==> config.mk <==
export PLATFORM = sky130hd
export DESIGN_NAME = alu_arbiter
export DESIGN_NICKNAME = d
export VERILOG_FILES = /design/src/rtl/alu_pkg.sv /design/src/rtl/alu_arbiter_alu.sv /design/src/rtl/alu_arbiter.sv
export SDC_FILE = /design/constraint.sdc
export NUM_CORES = 1
export LEC_CHECK = 0
export ABC_AREA = 1
export BUFFER_PORTS_ARGS = -buffer_cell sky130_fd_sc_hd__buf_4
export CAP_MARGIN = 40
export CORE_UTILIZATION = 35
export CTS_CLUSTER_SIZE = 12
export DETAILED_ROUTE_END_ITERATION = 10
export MAX_ROUTING_LAYER = met4
export SYNTH_ARGS = -nofsm -noshare
export SYNTH_HDL_FRONTEND = slang
export SYNTH_SLANG_ARGS = --single-unit
==> constraint.sdc <==
create_clock -name clk -period 3.8 [get_ports clk]
set_input_delay 0.19 -clock clk [delete_from_list [all_inputs] [get_ports clk]]
set_output_delay 0.19 -clock clk [all_outputs]
set_load 0.005 [all_outputs]
==> src/rtl/alu_pkg.sv <==
// Shared ALU definitions: widths, flag bit positions and op codes used by
// the arbiter and by instruction decode.
package alu_pkg;

   localparam int ALU_WIDTH = 8;
   localparam int ALU_OPW   = 3;

   localparam int FLG_C = 3;
   localparam int FLG_V = 2;
   localparam int FLG_N = 1;
   localparam int FLG_Z = 0;

   typedef enum logic [ALU_OPW-1:0] {
      OP_ADD = 3'b000,
      OP_SUB = 3'b001,
      OP_AND = 3'b010,
      OP_OR  = 3'b011,
      OP_XOR = 3'b100,
      OP_NOT = 3'b101,
      OP_SHL = 3'b110,
      OP_SHR = 3'b111
   } alu_op_e;

endpackage

==> src/rtl/alu_arbiter_alu.sv <==
// Combinational ALU shared by the core and the address/branch unit.
// Op select is {X,Y,Z}; subtraction reports cout=1 when no borrow occurred.
module alu_arbiter_alu
   import alu_pkg::*;
#(
   parameter int WIDTH = ALU_WIDTH
) (
   input  logic [WIDTH-1:0] A,
   input  logic [WIDTH-1:0] B,
   input  logic             X,
   input  logic             Y,
   input  logic             Z,
   output logic [WIDTH-1:0] C,
   output logic             cout,
   output logic             Ov,
   output logic             Neg,
   output logic             Zero
);

   logic [WIDTH:0] sum;

   always_comb begin
      sum  = '0;
      C    = '0;
      cout = 1'b0;
      Ov   = 1'b0;
      case ({X, Y, Z})
         OP_ADD: begin
            sum  = {1'b0, A} + {1'b0, B};
            C    = sum[WIDTH-1:0];
            cout = sum[WIDTH];
            Ov   = (A[WIDTH-1] == B[WIDTH-1]) && (C[WIDTH-1] != A[WIDTH-1]);
         end
         OP_SUB: begin
            sum  = {1'b0, A} + {1'b0, ~B} + {{WIDTH{1'b0}}, 1'b1};
            C    = sum[WIDTH-1:0];
            cout = sum[WIDTH];
            Ov   = (A[WIDTH-1] != B[WIDTH-1]) && (C[WIDTH-1] != A[WIDTH-1]);
         end
         OP_AND: C = A & B;
         OP_OR:  C = A | B;
         OP_XOR: C = A ^ B;
         OP_NOT: C = ~A;
         OP_SHL: begin
            C    = {A[WIDTH-2:0], 1'b0};
            cout = A[WIDTH-1];
         end
         default: begin
            C    = {1'b0, A[WIDTH-1:1]};
            cout = A[0];
         end
      endcase
      Neg  = C[WIDTH-1];
      Zero = (C == '0);
   end

endmodule

==> src/rtl/alu_arbiter.sv <==
// Round-robin sharing of one ALU between the execute stage (req0) and the
// address/branch unit (req1), with registered responses and core status.
module alu_arbiter
   import alu_pkg::*;
#(
   parameter int WIDTH = ALU_WIDTH,
   parameter int OPW   = ALU_OPW
) (
   input  logic             clk,
   input  logic             rst_n,
   input  logic             req0_valid,
   output logic             req0_ready,
   input  logic [OPW-1:0]   req0_op,
   input  logic [WIDTH-1:0] req0_a,
   input  logic [WIDTH-1:0] req0_b,
   input  logic             req1_valid,
   output logic             req1_ready,
   input  logic [OPW-1:0]   req1_op,
   input  logic [WIDTH-1:0] req1_a,
   input  logic [WIDTH-1:0] req1_b,
   output logic             rsp0_valid,
   input  logic             rsp0_ready,
   output logic [WIDTH-1:0] rsp0_data,
   output logic [3:0]       rsp0_flags,
   output logic             rsp1_valid,
   input  logic             rsp1_ready,
   output logic [WIDTH-1:0] rsp1_data,
   output logic [3:0]       rsp1_flags,
   output logic [3:0]       status
);

   logic             last_grant;
   logic             elig0, elig1;
   logic             grant0, grant1;
   logic             sel;
   logic [OPW-1:0]   mux_op;
   logic [WIDTH-1:0] mux_a, mux_b;
   logic [WIDTH-1:0] alu_c;
   logic             alu_cout, alu_ov, alu_neg, alu_zero;
   logic [3:0]       alu_flags;

   // A requester whose response is still held cannot be granted, which
   // leaves every slot to the other side instead of deadlocking.
   assign elig0  = req0_valid & (~rsp0_valid | rsp0_ready);
   assign elig1  = req1_valid & (~rsp1_valid | rsp1_ready);
   assign grant0 = elig0 & (~elig1 | last_grant);
   assign grant1 = elig1 & (~elig0 | ~last_grant);

   assign req0_ready = grant0;
   assign req1_ready = grant1;

   // last_grant doubles as the held mux selection when nobody is granted.
   assign sel    = (grant0 | grant1) ? grant1 : last_grant;
   assign mux_op = sel ? req1_op : req0_op;
   assign mux_a  = sel ? req1_a  : req0_a;
   assign mux_b  = sel ? req1_b  : req0_b;

   alu_arbiter_alu #(.WIDTH(WIDTH)) u_alu (
      .A    (mux_a),
      .B    (mux_b),
      .X    (mux_op[2]),
      .Y    (mux_op[1]),
      .Z    (mux_op[0]),
      .C    (alu_c),
      .cout (alu_cout),
      .Ov   (alu_ov),
      .Neg  (alu_neg),
      .Zero (alu_zero)
   );

   always_comb begin
      alu_flags        = '0;
      alu_flags[FLG_C] = alu_cout;
      alu_flags[FLG_V] = alu_ov;
      alu_flags[FLG_N] = alu_neg;
      alu_flags[FLG_Z] = alu_zero;
   end

   // A new accept takes priority over a drain so a continuously draining
   // consumer sees one result per cycle.
   always_ff @(posedge clk or negedge rst_n) begin
      if (!rst_n) begin
         rsp0_valid <= 1'b0;
         rsp0_data  <= '0;
         rsp0_flags <= '0;
         rsp1_valid <= 1'b0;
         rsp1_data  <= '0;
         rsp1_flags <= '0;
         status     <= '0;
         last_grant <= 1'b1;
      end else begin
         if (grant0) begin
            rsp0_valid <= 1'b1;
            rsp0_data  <= alu_c;
            rsp0_flags <= alu_flags;
            status     <= alu_flags;
         end else if (rsp0_ready) begin
            rsp0_valid <= 1'b0;
         end
         if (grant1) begin
            rsp1_valid <= 1'b1;
            rsp1_data  <= alu_c;
            rsp1_flags <= alu_flags;
         end else if (rsp1_ready) begin
            rsp1_valid <= 1'b0;
         end
         if (grant0) begin
            last_grant <= 1'b0;
         end else if (grant1) begin
            last_grant <= 1'b1;
         end
      end
   end

endmodule

==> metrics.txt <==
# TYPE chip_impl_metric gauge
chip_impl_info{name="outcome",value="complete, no violations"} 1
chip_impl_metric{name="grt_usage",unit="%"} 21.3
chip_impl_info{name="dominant_combinational_cell_family_by_area_after_synthesis",value="simple AND/OR/NAND/NOR gates"} 1
chip_impl_metric{name="io_pins",unit=""} 76
chip_impl_metric{name="max-vdd-ir-drop",unit="mV"} 0.169
chip_impl_metric{name="leakage",unit="nW"} 1.98
chip_impl_metric{name="maxSlewViolCount",unit=""} 0
chip_impl_info{name="setup.worst_path.start_class",value="flop"} 1
chip_impl_info{name="worst_setup_path_end_kind",value="flop"} 1
chip_impl_metric{name="drt-initial-drc-count",unit=""} 193
chip_impl_metric{name="cts_resized",unit=""} 0
chip_impl_metric{name="wirelength",unit="mm"} 8.62
chip_impl_info{name="cpLargestDelayFamily",value="simple AND/OR/NAND/NOR gates"} 1
chip_impl_metric{name="drtPass1Iterations",unit=""} 5
chip_impl_metric{name="initial_standard_cell_utilization_of_the_core",unit="%"} 36.4
chip_impl_metric{name="grt_pass1_wl",unit="mm"} 14.1
chip_impl_metric{name="filler_cell_count",unit=""} 864
chip_impl_metric{name="synth_area_per_inst",unit="um2"} 6.13
chip_impl_metric{name="mappedNetlistNets",unit=""} 528
chip_impl_info{name="crit_path_cell_trace",value="inv_2 -> nand3_2 -> nand2_4 -> o21ai_0 -> ha_1 -> inv_1 -> ha_1 -> nor2_1 -> nor2_1 -> o21ai_0 -> nand2_1 -> nand3_1 -> nand3_1 -> nand3_1 -> nand4_1 -> nor2_1 -> nand4_1 -> nand2_1"} 1
chip_impl_metric{name="achievable-frequency",unit="GHz"} 0.293
chip_impl_metric{name="timing.setup.tns",unit="ns"} 0
chip_impl_metric{name="synthCells",unit=""} 461
chip_impl_metric{name="dr_total_vias",unit=""} 3223
chip_impl_metric{name="worst-path-buf-inv",unit=""} 2
chip_impl_metric{name="ys_ff_latch",unit=""} 25
chip_impl_metric{name="antenna_nets_post_route",unit=""} 0
chip_impl_metric{name="worst_hold_path.num_cells",unit=""} 4
chip_impl_info{name="rsz0062_at_grt",value="false"} 1
chip_impl_metric{name="critPathMaxStageDelay",unit="ns"} 0.57
chip_impl_metric{name="async_reset_ff_share",unit="%"} 100
chip_impl_metric{name="net_count_final",unit=""} 596
chip_impl_metric{name="synth_enable_flop_cells",unit=""} 0
chip_impl_metric{name="finalSetupViolCount",unit=""} 0
chip_impl_metric{name="clk_pin_slew",unit="ns"} 0.08
chip_impl_metric{name="min_period_over_period",unit="%"} 89.8
chip_impl_metric{name="numCtsBuffers",unit=""} 3
chip_impl_info{name="hold_path.startpoint",value="rsp1_ready"} 1
chip_impl_metric{name="post_synth_xor_area_fraction",unit="%"} 0.620
chip_impl_metric{name="maximum_number_of_pins_on_one_net_before_global_route_repair",unit=""} 27
chip_impl_info{name="mostFrequentLayoutCell",value="sky130_fd_sc_hd__nand2_1"} 1
chip_impl_info{name="cp_slowest_cell",value="sky130_fd_sc_hd__dfstp_2"} 1
chip_impl_metric{name="floorplan.die.height",unit="um"} 91.8
chip_impl_metric{name="critical_path_required",unit="ns"} 4.00
chip_impl_metric{name="postLayoutCoreUtil",unit="%"} 44.8
chip_impl_metric{name="htreeDepth",unit=""} 1
chip_impl_metric{name="finalWeightedCongestion",unit=""} 1.03
chip_impl_metric{name="layout_min_cycle_time",unit="ns"} 3.41
chip_impl_metric{name="rr_worst_depth",unit=""} 18
chip_impl_metric{name="maxSlewHeadroom",unit="%"} 62.8
chip_impl_info{name="ys_dominant_reg_cell",value="sky130_fd_sc_hd__dfrtp_1"} 1
chip_impl_metric{name="netlist_area",unit="um2"} 2820
chip_impl_metric{name="portBuffers",unit=""} 75
chip_impl_info{name="final_cell_mix",value="sky130_fd_sc_hd__nand2_1, sky130_fd_sc_hd__buf_4, sky130_fd_sc_hd__inv_1"} 1
chip_impl_metric{name="dp_hpwl",unit="mm"} 6.91
chip_impl_metric{name="sequential_cell_area_fraction_in_the_yosys_report",unit="%"} 22.2
chip_impl_metric{name="muxShareOfSynthArea",unit="%"} 0
chip_impl_metric{name="arithmetic_cell_share_of_the_synthesized_area_counting_full_adders_half_adders_and_majority_gates",unit="%"} 10.5
chip_impl_metric{name="layout-drive-gt1-share",unit="%"} 20.5
chip_impl_metric{name="wl_per_instance",unit="um"} 13.7
chip_impl_metric{name="max_cap_violations",unit=""} 0
chip_impl_info{name="min-delay-path-class",value="in -> reg"} 1
chip_impl_info{name="path_class",value="reg -> reg"} 1
chip_impl_metric{name="worst_clock_skew",unit="ns"} 0.00449
chip_impl_metric{name="worst_skew_pair.late_latency",unit="ns"} 0.26
chip_impl_metric{name="area_growth",unit="%"} 23.3
chip_impl_metric{name="cts_buffer_depth",unit=""} 2
chip_impl_metric{name="area.sequential",unit="um2"} 627
chip_impl_metric{name="die-width",unit="um"} 91.8
chip_impl_metric{name="multi_input_area",unit="um2"} 1860
chip_impl_metric{name="count_of_distinct_cell_types_in_the_synthesized_netlist",unit=""} 33
chip_impl_info{name="crit-reg2reg-capture",value="rsp1_flags[0]$_DFFE_PN0P_"} 1
chip_impl_metric{name="number_of_global_route_vias_before_repair",unit=""} 2993
chip_impl_metric{name="cts.sinks",unit=""} 25
chip_impl_metric{name="grt.overflow.total",unit=""} 0
chip_impl_metric{name="drt-vias-per-instance",unit=""} 5.12
chip_impl_metric{name="power.density_cell_area",unit="nW/um2"} 595
chip_impl_metric{name="antennaDiodeCount",unit=""} 0
chip_impl_metric{name="synth_warnings",unit=""} 0
chip_impl_info{name="cts_tree",value="done"} 1
chip_impl_metric{name="synthesized_area_fraction_occupied_by_and_or_nand_nor_cells",unit="%"} 43.2
chip_impl_info{name="ctsRootBufferMaster",value="sky130_fd_sc_hd__clkbuf_8"} 1
chip_impl_metric{name="antenna_found_initial",unit=""} 0
chip_impl_metric{name="worst_tran_pin_value",unit="ns"} 0.556
chip_impl_info{name="worstReg2RegStart",value="last_grant$_DFFE_PN1P_"} 1
chip_impl_metric{name="detailed_route_drc_error_count",unit=""} 0
chip_impl_metric{name="row_count",unit=""} 32
chip_impl_metric{name="worst_ep_arrival_time",unit="ns"} 3.61
chip_impl_metric{name="floorplan.core_area",unit="um2"} 7770
chip_impl_metric{name="fp.dieArea",unit="um2"} 8430
chip_impl_metric{name="timing.final.hold_violations",unit=""} 0
chip_impl_metric{name="register_to_register_setup_slack",unit="ns"} 0.39
chip_impl_info{name="hold_path_end",value="rsp1_valid$_DFFE_PN0P_"} 1
chip_impl_metric{name="path_max_fanout",unit=""} 26
chip_impl_metric{name="compound_gate_portion_of_the_synthesized_area",unit="%"} 11.4
## kinds of logic after synthesis
| group | count (synthesis) |
|---|---|
| buffers and inverters | 80 |
| AO/OA/AOI/OAI | 51 |
| XOR/XNOR | 2 |
| adder cells (fa/ha/maj) | 23 |
| AND/OR/NAND/NOR | 280 |
| flip-flops | 25 |
## how the worst max path moves through the flow
stage	startpoint	endpoint	depth (start not counted)
CTS	last_grant$_DFFE_PN1P_	rsp1_flags[0]$_DFFE_PN0P_	18
global placement	last_grant$_DFFE_PN1P_	status[0]$_DFFE_PN0P_	18
finish	last_grant$_DFFE_PN1P_	rsp1_flags[0]$_DFFE_PN0P_	18
detailed placement	last_grant$_DFFE_PN1P_	status[0]$_DFFE_PN0P_	17
global route	rsp1_valid$_DFFE_PN0P_	status[0]$_DFFE_PN0P_	18
floorplan	last_grant$_DFFE_PN1P_	rsp1_flags[3]$_DFFE_PN0P_	21
## worst register-to-register path, cell delays in order, from the launching register on
cell	delay, ns
sky130_fd_sc_hd__dfstp_2	0.57
sky130_fd_sc_hd__inv_2	0.05
sky130_fd_sc_hd__nand3_2	0.13
sky130_fd_sc_hd__nand2_4	0.22
sky130_fd_sc_hd__o21ai_0	0.40
sky130_fd_sc_hd__ha_1	0.25
sky130_fd_sc_hd__inv_1	0.07
sky130_fd_sc_hd__ha_1	0.17
sky130_fd_sc_hd__nor2_1	0.18
sky130_fd_sc_hd__nor2_1	0.07
sky130_fd_sc_hd__o21ai_0	0.26
sky130_fd_sc_hd__nand2_1	0.14
sky130_fd_sc_hd__nand3_1	0.13
sky130_fd_sc_hd__nand3_1	0.09
sky130_fd_sc_hd__nand3_1	0.10
sky130_fd_sc_hd__nand4_1	0.17
sky130_fd_sc_hd__nor2_1	0.19
sky130_fd_sc_hd__nand4_1	0.11
sky130_fd_sc_hd__nand2_1	0.07
## Yosys cell counts (2+ instances only)
| cell | n | area (um2) |
|---|---|---|
| sky130_fd_sc_hd__nand2_4 | 2 | 22.5 |
| sky130_fd_sc_hd__o21ai_2 | 8 | 70.1 |
| sky130_fd_sc_hd__inv_2 | 4 | 15.0 |
| sky130_fd_sc_hd__nand4_1 | 21 | 131 |
| sky130_fd_sc_hd__buf_4 | 7 | 52.6 |
| sky130_fd_sc_hd__dfrtp_1 | 24 | 601 |
| sky130_fd_sc_hd__o21ai_0 | 23 | 115 |
| sky130_fd_sc_hd__xor2_1 | 2 | 17.5 |
| sky130_fd_sc_hd__clkbuf_1 | 5 | 18.8 |
| sky130_fd_sc_hd__nand3_1 | 42 | 210 |
| sky130_fd_sc_hd__nand2_1 | 168 | 631 |
| sky130_fd_sc_hd__nand2_2 | 4 | 25.0 |
| sky130_fd_sc_hd__inv_1 | 62 | 233 |
| sky130_fd_sc_hd__a21oi_1 | 6 | 30.0 |
| sky130_fd_sc_hd__nor2_2 | 3 | 18.8 |
| sky130_fd_sc_hd__ha_1 | 22 | 275 |
| sky130_fd_sc_hd__buf_6 | 2 | 22.5 |
| sky130_fd_sc_hd__o21ai_1 | 7 | 35.0 |
| sky130_fd_sc_hd__o21ai_4 | 2 | 32.5 |
| sky130_fd_sc_hd__nand3_2 | 3 | 30.0 |
| sky130_fd_sc_hd__nor2_1 | 32 | 120 |
## final cells by class
class,instances,share of cell area (%)
inverter,66,7.11
multi-input combinational,356,53.3
sequential,25,18.0
clock buffer,4,1.29
tap,102,3.66
timing repair buffer,77,16.7
## per-layer routing
layer | routed length, um | part of all wire [%] | track usage, %
met1 | 3850 | 45 | 27.1
met2 | 4010 | 46 | 36.2
met3 | 547 | 6.3 | 1.49
met4 | 213 | 2.5 | 6.77
met5 | 0 | 0 | -
## through the flow
step                power (mW)  setup slack [ns]  cell area (um2)  hold slack [ns]  instances
floorplan                 1.42             0.873             2820           -0.106        461
global route              2.29            0.0490             3480            0.245        630
detailed placement        1.91             0.502             3430            0.111        625
finish                    2.07             0.388             3480            0.234        630
CTS                       2.07             0.469             3480            0.237        630
global placement          1.89             0.531             3430            0.109        625
## flip-flops by register name, indices dropped and copies added (netlist names)
signal and cells:
rsp0_data 7, rsp1_data 7, rsp1_flags 4, status 4, last_grant 1, rsp0_valid 1
rsp1_valid 1
## where the power goes
part           internal, mW  total, mW  switching [mW]  leakage, nW
Clock                0.0747      0.149          0.0739       0.0228
Combinational         0.548       1.48           0.933         1.64
Sequential            0.376      0.443          0.0670        0.320
Total                 0.998       2.07            1.07         1.98
## timing repair
action / CTS / global route
buffers inserted: 0 / 0
endpoints found under the hold margin: 24 / 0
hold buffers: 1 / 0
setup endpoints to repair: 0 / 0
(Power assumes the default switching activity.)
